[src/rtl/div_sched_pkg.sv]
// Shared constants for the divider scheduler: FSM encoding, iteration count,
// and the saturated fraction returned on the error path.
package div_sched_pkg;
    localparam logic [1:0] IDLE = 2'd0;
    localparam logic [1:0] RUN  = 2'd1;
    localparam logic [1:0] DONE = 2'd2;

    // One quotient bit is produced per iteration.
    localparam int ITERS = 8;

    // Fraction reported when the quotient is not representable in Q0.8.
    localparam logic [7:0] ERR_FRAC = 8'hFF;
endpackage

[src/rtl/div_sched_frac_div_core.sv]
// Restoring shift-and-subtract fraction divider datapath: one quotient bit
// per step. Precondition dividend < divisor keeps remainder < divisor.
module frac_div_core #(
    parameter int OPW = 7,
    parameter int FRW = 8
) (
    input  logic           clk,
    input  logic           rst,
    input  logic           load,
    input  logic           step,
    input  logic [OPW-1:0] dividend,
    input  logic [OPW-1:0] divisor,
    output logic [FRW-1:0] quotient,
    output logic [FRW-1:0] quotient_next
);
    logic [OPW:0] remainder;
    logic [OPW:0] shifted;
    logic         ge;

    // One iteration: double the remainder and try to subtract the divisor.
    always_comb begin
        shifted       = remainder << 1;
        ge            = shifted >= {1'b0, divisor};
        quotient_next = {quotient[FRW-2:0], ge};
    end

    // Remainder/quotient state: load clears the quotient, step shifts in a bit.
    always_ff @(posedge clk or posedge rst) begin
        if (rst) begin
            remainder <= '0;
            quotient  <= '0;
        end else if (load) begin
            remainder <= {1'b0, dividend};
            quotient  <= '0;
        end else if (step) begin
            remainder <= ge ? (shifted - {1'b0, divisor}) : shifted;
            quotient  <= quotient_next;
        end
    end
endmodule

[src/rtl/div_sched.sv]
// Round-robin scheduler sharing one fraction divider between NREQ requesters.
// Returns floor(dividend*2^FRW/divisor) tagged with the requester index.
module div_sched
    import div_sched_pkg::*;
#(
    parameter int NREQ = 4,
    parameter int OPW  = 7,
    parameter int FRW  = ITERS,
    localparam int IDW = $clog2(NREQ),
    localparam int CW  = $clog2(FRW)
) (
    input  logic                clk,
    input  logic                rst,
    input  logic [NREQ-1:0]     req_valid,
    output logic [NREQ-1:0]     req_ready,
    input  logic [NREQ*OPW-1:0] req_dividend,
    input  logic [NREQ*OPW-1:0] req_divisor,
    output logic                rsp_valid,
    input  logic                rsp_ready,
    output logic [IDW-1:0]      rsp_id,
    output logic [FRW-1:0]      rsp_frac,
    output logic                rsp_err,
    output logic                busy
);
    logic [1:0]     state;
    logic [IDW-1:0] ptr;
    logic [CW-1:0]  cnt;
    logic [OPW-1:0] div_q;
    logic [IDW-1:0] gnt;
    logic [IDW-1:0] idx;
    logic           found;
    logic           window;
    logic           hs;
    logic           hs_err;
    logic [OPW-1:0] sel_a;
    logic [OPW-1:0] sel_b;
    logic [FRW-1:0] quotient;
    logic [FRW-1:0] quotient_next;

    // Round-robin search upward from ptr+1 with wrap; first valid slot wins.
    always_comb begin
        gnt   = '0;
        idx   = '0;
        found = 1'b0;
        for (int k = 1; k <= NREQ; k++) begin
            idx = IDW'((int'(ptr) + k) % NREQ);
            if (!found && req_valid[idx]) begin
                found = 1'b1;
                gnt   = idx;
            end
        end
    end

    // Accept window and operand selection for the granted slot.
    always_comb begin
        window    = (state == IDLE) || (state == DONE && rsp_ready);
        hs        = window && found;
        req_ready = '0;
        if (hs) req_ready[gnt] = 1'b1;
        sel_a     = req_dividend[gnt*OPW +: OPW];
        sel_b     = req_divisor[gnt*OPW +: OPW];
        hs_err    = (sel_b == '0) || (sel_a >= sel_b);
    end

    // FSM, iteration counter, arbiter pointer and response registers.
    always_ff @(posedge clk or posedge rst) begin
        if (rst) begin
            state    <= IDLE;
            ptr      <= IDW'(NREQ - 1);
            cnt      <= '0;
            div_q    <= '0;
            rsp_id   <= '0;
            rsp_frac <= '0;
            rsp_err  <= 1'b0;
        end else if (hs) begin
            rsp_id  <= gnt;
            div_q   <= sel_b;
            ptr     <= gnt;
            cnt     <= '0;
            rsp_err <= hs_err;
            if (hs_err) begin
                state    <= DONE;
                rsp_frac <= FRW'(ERR_FRAC);
            end else begin
                state <= RUN;
            end
        end else begin
            case (state)
                RUN: begin
                    cnt <= cnt + 1'b1;
                    if (cnt == CW'(FRW - 1)) begin
                        state    <= DONE;
                        rsp_frac <= quotient_next;
                        rsp_err  <= 1'b0;
                    end
                end
                DONE:    if (rsp_ready) state <= IDLE;
                default: state <= IDLE;
            endcase
        end
    end

    assign rsp_valid = (state == DONE);
    assign busy      = (state != IDLE);

    frac_div_core #(.OPW(OPW), .FRW(FRW)) u_core (
        .clk          (clk),
        .rst          (rst),
        .load         (hs),
        .step         (state == RUN),
        .dividend     (sel_a),
        .divisor      (hs ? sel_b : div_q),
        .quotient     (quotient),
        .quotient_next(quotient_next)
    );
endmodule

[config.mk]
export PLATFORM = sky130hd
export DESIGN_NAME = div_sched
export DESIGN_NICKNAME = d
export VERILOG_FILES = /design/src/rtl/div_sched_pkg.sv /design/src/rtl/div_sched_frac_div_core.sv /design/src/rtl/div_sched.sv
export SDC_FILE = /design/constraint.sdc
export NUM_CORES = 1
export LEC_CHECK = 0
export ABC_AREA = 0
export CORE_MARGIN = 5
export CORE_UTILIZATION = 37
export DETAILED_ROUTE_END_ITERATION = 8
export SLEW_MARGIN = 20
export SYNTH_ARGS = -nofsm -noshare
export SYNTH_HDL_FRONTEND = slang
export SYNTH_SLANG_ARGS = --single-unit
[constraint.sdc]
create_clock -name clk -period 9 [get_ports clk]
set_clock_uncertainty 0.15 [all_clocks]
set_input_delay 1.8 -clock clk [delete_from_list [all_inputs] [get_ports clk]]
set_output_delay 1.8 -clock clk [all_outputs]
set_load 0.01 [all_outputs]
## Yosys cells after proc, flatten, opt, wreduce, memory -nomap -nowiden

Index checks and enable logic that the tools add are counted.

- Output and inout port bits: 17
- Input port bits: 63
- Word-level logic and storage cells: 90
- Bits in registers: 39

- Shifts and indexed selects: 2
- Equality and inequality tests: 6
- Reduce and logical (&&, ||, !) cells: 19
- Muxes and demuxes: 39
- Add/sub/neg operators: 6
- Multipliers: 1
- Magnitude comparators: 8

Operator list:

| cell | number |
|---|---|
| $shiftx 28x6->7 | 2 |
| $mux 7 | 6 |
| $mux 8 | 4 |
| $mux 2 | 8 |
| $lt 2x3->1 const B | 5 |
| $mux 1 | 12 |
| $bmux 1 s2 | 4 |
| $ge 8x7->1 | 1 |
| $ge 7x7->1 | 1 |
| $logic_not 7->1 | 1 |
| $sub 7x7->7 | 1 |
| $logic_and 1x1->1 | 6 |
| $mux 3 | 2 |
| $reduce_bool 2->1 | 3 |
| $mul 2x3->5 const B | 1 |
| $add 2x1->2 const B | 2 |
| $add 2x2->2 const B | 2 |
| $mux 4 | 1 |
| $pmux 2 s2 | 1 |
| $reduce_and 2->1 | 2 |
| $add 3x1->3 const B | 1 |
| $eq 3x3->1 const B | 1 |
| $logic_not 1->1 | 3 |
| $ne 3x1->1 const B | 1 |
| 9 further kinds | 10 |

## Logic depth before layout (Yosys ltp)

- Depth in word-level cells: 20
- Mapped depth: 17
- Gate-level depth less buffers: 15

## Hierarchy

From an unflattened synthesis, not the netlist that was laid out.

- Cell total of the unflattened synthesis: 312
- Area, all modules: 2912.8 um^2

By module, submodules not included:

| module | cells each | instances | area an instance (um^2) |
|---|---|---|---|
| div_sched | 190 | 1 | 1794.2 |
| frac_div_core | 122 | 1 | 1118.6 |

## Worst setup path after synthesis

Ideal clock, no wire load.

- Path kind: input -> register
- From: input req_valid[3]
- To: register u_core.remainder[3]
- Data required time: 8.714 ns
- Stages on the path: 16
- Data arrival time: 4.912 ns
- Path slack: 3.802 ns
- Cell sequence: nor2_1 a21o_2 clkbuf_1 o21ai_0 and3_1 or2_2 o21a_1 ha_1 a21o_1 a21oi_1 o21ai_0 a21oi_2 mux2i_1 o21ai_0 o311ai_0 a21oi_1

- Cells in the longest elaborated chain, start to end: 19
- Elaborated cells on any way between the ends: 33

RTL lines:

| element | RTL line | RTL |
|---|---|---|
| start, declared | div_sched.sv:14 | `input logic [NREQ-1:0] req_valid,` |
| $bmux 1 s2 | div_sched.sv:47 | `if (!found && req_valid[idx]) begin` |
| $mux 1 (not written as such) | div_sched.sv:47 |  |
| $mux 1 | div_sched.sv:47 |  |
| $logic_not 1->1 | div_sched.sv:47 |  |
| $logic_and 1x1->1 | div_sched.sv:47 |  |
| $mux 1 | div_sched.sv:47 |  |
| $logic_not 1->1 | div_sched.sv:47 |  |
| $logic_and 1x1->1 | div_sched.sv:47 |  |
| (+3 left out) | -- |  |
| $mux 2 | div_sched.sv:47 |  |
| $mul 2x3->5 | div_sched.sv:60, div_sched.sv:61 |  |
| $shiftx 28x6->7 | div_sched.sv:61 | `sel_b = req_divisor[gnt*OPW +: OPW];` |
| $mux 7 | -- |  |
| $sub 7x7->7 or $ge 8x7->1 (tied branches) | div_sched_frac_div_core.sv:36, div_sched_frac_div_core.sv:23 |  |
| $mux 7 | div_sched_frac_div_core.sv:36 | `remainder <= ge ? (shifted - {1'b0, divisor}) : shifted;` |
| $mux 7 | div_sched_frac_div_core.sv:35 | `end else if (step) begin` |
| $mux 7 | div_sched_frac_div_core.sv:32 | `end else if (load) begin` |
| end signal, assigned | div_sched_frac_div_core.sv:33 | `remainder <= {1'b0, dividend};` |
| end signal, assigned | div_sched_frac_div_core.sv:36 |  |
| end, declared | div_sched_frac_div_core.sv:16 | `logic [OPW:0] remainder;` |

Parallel ways exist; a longest one is shown, timed or not. The select of a mux whose other input is x is not followed.
A chain may end at the register's enable or synchronous reset.

## Worst setup path in the final report

- From: input req_valid[3]
- To: output req_ready[0]

- Cells in the longest elaborated chain, start to end: 17
- Elaborated cells on any way between the ends: 29

RTL lines:

| element | RTL line | RTL |
|---|---|---|
| $bmux 1 s2 | div_sched.sv:47 |  |
| $mux 1 (not written as such) | div_sched.sv:47 |  |
| $mux 1 | div_sched.sv:47 |  |
| $logic_not 1->1 | div_sched.sv:47 |  |
| $logic_and 1x1->1 | div_sched.sv:47 |  |
| $mux 1 | div_sched.sv:47 |  |
| $logic_not 1->1 | div_sched.sv:47 |  |
| $logic_and 1x1->1 | div_sched.sv:47 |  |
| $mux 1 | div_sched.sv:47 |  |
| $logic_not 1->1 | div_sched.sv:47 |  |
| $logic_and 1x1->1 | div_sched.sv:47 |  |
| $mux 2 | div_sched.sv:47 |  |
| $lt 2x3->1 (not written as such) or $ge 2x1->1 (tied branches) | div_sched.sv:59 | `if (hs) req_ready[gnt] = 1'b1;` |
| $logic_and 1x1->1 (not written as such) | div_sched.sv:59 |  |
| $mux 1 (not written as such) | div_sched.sv:59 |  |
| $demux 1 s2 | div_sched.sv:59 |  |
| $mux 4 * | div_sched.sv:59 |  |
| end, declared | div_sched.sv:15 | `output logic [NREQ-1:0] req_ready,` |

Mark *: on every way between the ends. The rest lies on a longest branch, timed or not. The select of a mux whose other input is x is not followed.

==> out/metrics.yaml <==
outcome: "complete, no violations"
grt_pass1_wl_um: 13630
htreeDepth: 2
antenna_found_initial: 0
maxCapViolations: 0
ios: 80
dp.final_hpwl_um: 6351
numCtsBuffers: 5
critPathMaxFanout: 18
die_area_um2: 9882
cp_top_family: "simple AND/OR/NAND/NOR gates"
placedCellCount: 538
max_stage_delay_ns: 0.78
core_um2: 7767
powerDensity_nw_per_um2: 358.4
finalPower_mw: 1.390
fin_hold_ws_ns: 0.3322
synth_top_area_frac: 0.3130
finalCritPeriodShare: 0.7063
cts_resized: 0
cp-start-kind: "primary input"
portBuffers: 79
cts_num_sinks: 39
fmax_ghz: 0.1573
crit_path_cell_trace: "clkdlybuf4s50_1, and3b_1, or2_1, nor2_1, nor3_1, clkdlybuf4s50_1"
synth_seq_area_share: 0.3308
critPathCaptureType: "output pin"
grt_pass1_vias: 2914
tns_ns: 0
critical-path-slowest-cell: "nor2_1"
clk_pin_slew_ns: 0.07
drive_gt1_frac: 0.06998
cts_setup_buffers: 0
yosys.area.top_type: "dfrtp_1"
worst_slew_margin_rel: 0.3870
cts_buffer_depth: 2
wl_um: 8175
synth_seq_cells: 39
fin_nets: 521
worst-endpoint-required_ns: 7.05
dr.pass1.iters: 4
synthesis.area_um2: 2958
critPathArrivalTime_ns: 4.41
final_cell_mix: "clkdlybuf4s50_1, nand2_1, nand3_1"
drt_iter0_drc: 145
hold_viol: 0
async_flop_share: 1.000
final_common_cell: "clkdlybuf4s50_1"
drc: 0
min_path_type: "register to register"
start_util: 0.3808
hold_buffers: 0
fin_cells: 545
area_delta_synth_final_pct: 31.09
vias: 2968
clock_tree.root_cell: "clkbuf_8"
grt_usage: 0.1656
syn_nets: 454
die_w_um: 99.41
yosysWarnings: 0
path_buf_inv: 2
routedWlPerCell_um: 15.00
syn_avg_cell_area_um2: 7.867
num_antenna_cells: 0
tightest_slew_ns: 0.9161
setup_viol: 0
irDropWorstVdd_mv: 0.1516
rows: 32
post-route-min-period_ns: 6.356
ys.flop_type: "dfrtp_1"
synthCells: 376
clock_latency_ns: 0.29
crit_type: "primary input to output pin"
grt_setup_unrepaired: "false"
p_leak_nw: 1.672
gp_congestion: 0.9257
ant_nets: 0
tritoncts: "yes"
yosysUniqueCellTypes: 62
synth_area_leaders: "dfrtp_1, nand2_1, nand3_1"
grt_overflow: 0
synth_edf_count: 0
grt_max_degree: 46
fp.dieH_um: 99.41
vias_per_cell: 5.446
crit_top_cell: "clkdlybuf4s50_1"
finalMaxSlewViolations: 0
## power breakdown
part	internal [mW]	switching (mW)	total, mW	leakage [nW]
Clock	0.0601	0.0595	0.120	0.0470
Sequential	0.261	0.0589	0.320	0.452
Combinational	0.404	0.547	0.950	1.17
## registers in the layout (all words and copies together), names as in the netlist
signal / flops
cnt: 3
div_q: 7
ptr: 2
rsp_err: 1
rsp_frac: 8
rsp_id: 2
state: 2
u_core.quotient: 7
u_core.remainder: 7
## final cells by class
class,instances,area (um^2)
tap,102,127.6
multi-input combinational,303,1822
clock inverter,1,5.005
inverter,11,41.29
fill,798,3890
timing repair buffer,83,820.8
clock buffer,6,82.58
sequential,39,978.4
## tightest hold or removal path, cell delays in order, from the launching register on
cell	delay (ns)
dfrtp_1	0.34
nand2_1	0.04
o21ai_0	0.06
## cells by family after synthesis
logic type               count (synthesis)  synth area share
AO/OA/AOI/OAI                          108            0.2470
flip-flops                              39            0.3308
adder cells (fa/ha/maj)                 15           0.06599
AND/OR/NAND/NOR                        173            0.2805
multiplexers                             4           0.01354
XOR/XNOR                                 3          0.008885
buffers and inverters                   34           0.05330
## synth_stat cells, types with 3 or more instances
| cell | n |
|---|---|
| a21o_1 | 6 |
| nand2_1 | 77 |
| buf_2 | 3 |
| clkbuf_1 | 16 |
| nor3_1 | 7 |
| o211ai_1 | 6 |
| a221o_1 | 3 |
| ha_1 | 14 |
| buf_6 | 3 |
| or2_2 | 5 |
| o21a_1 | 6 |
| mux2i_1 | 4 |
| nor2_1 | 13 |
| and2_1 | 4 |
| a211oi_1 | 3 |
| a31oi_1 | 6 |
| o21ai_0 | 34 |
| nand3_1 | 38 |
| inv_1 | 11 |
| and3_1 | 15 |
| a21oi_1 | 16 |
| dfrtp_1 | 37 |
## layer usage
layer / track usage / up-vias / wire (um)
li1: - / 1480 / -
met1: 0.2218 / 1390 / 3912
met2: 0.2732 / 87 / 3695
met3: 0.03366 / 11 / 438
met4: 0.04202 / 0 / 129
met5: 0 / - / 0
## path summary, 6_finish.rpt
path	start	to	slack (ns)	cells past startpoint
setup / recovery	req_valid[3]	req_ready[0]	2.64	6
hold / removal	rsp_id[1]$_DFFE_PP0N_	rsp_id[1]$_DFFE_PP0N_	0.33	2
setup reg to reg	ptr[1]$_DFFE_PP1N_	u_core.remainder[3]$_DFFE_PP0P_	4.41	15
hold reg to reg	rsp_id[1]$_DFFE_PP0N_	rsp_id[1]$_DFFE_PP0N_	0.33	2
max in group asynchronous	rst	ptr[1]$_DFFE_PP1N_	6.55	3
min in group asynchronous	rst	rsp_frac[3]$_DFFE_PP0P_	1.77	3
## through the flow
step / instance area, um^2 / util / setup slack (ns)
detailed placement: 3790 / 0.4879 / 2.573
global route: 3877 / 0.4992 / 2.394
global placement: 3790 / 0.4879 / 2.715
floorplan: 2958 / - / 3.802
finish: 3877 / 0.4992 / 2.644
CTS: 3877 / 0.4992 / 2.640
Note: power is estimated with default switching activity, not from simulation.
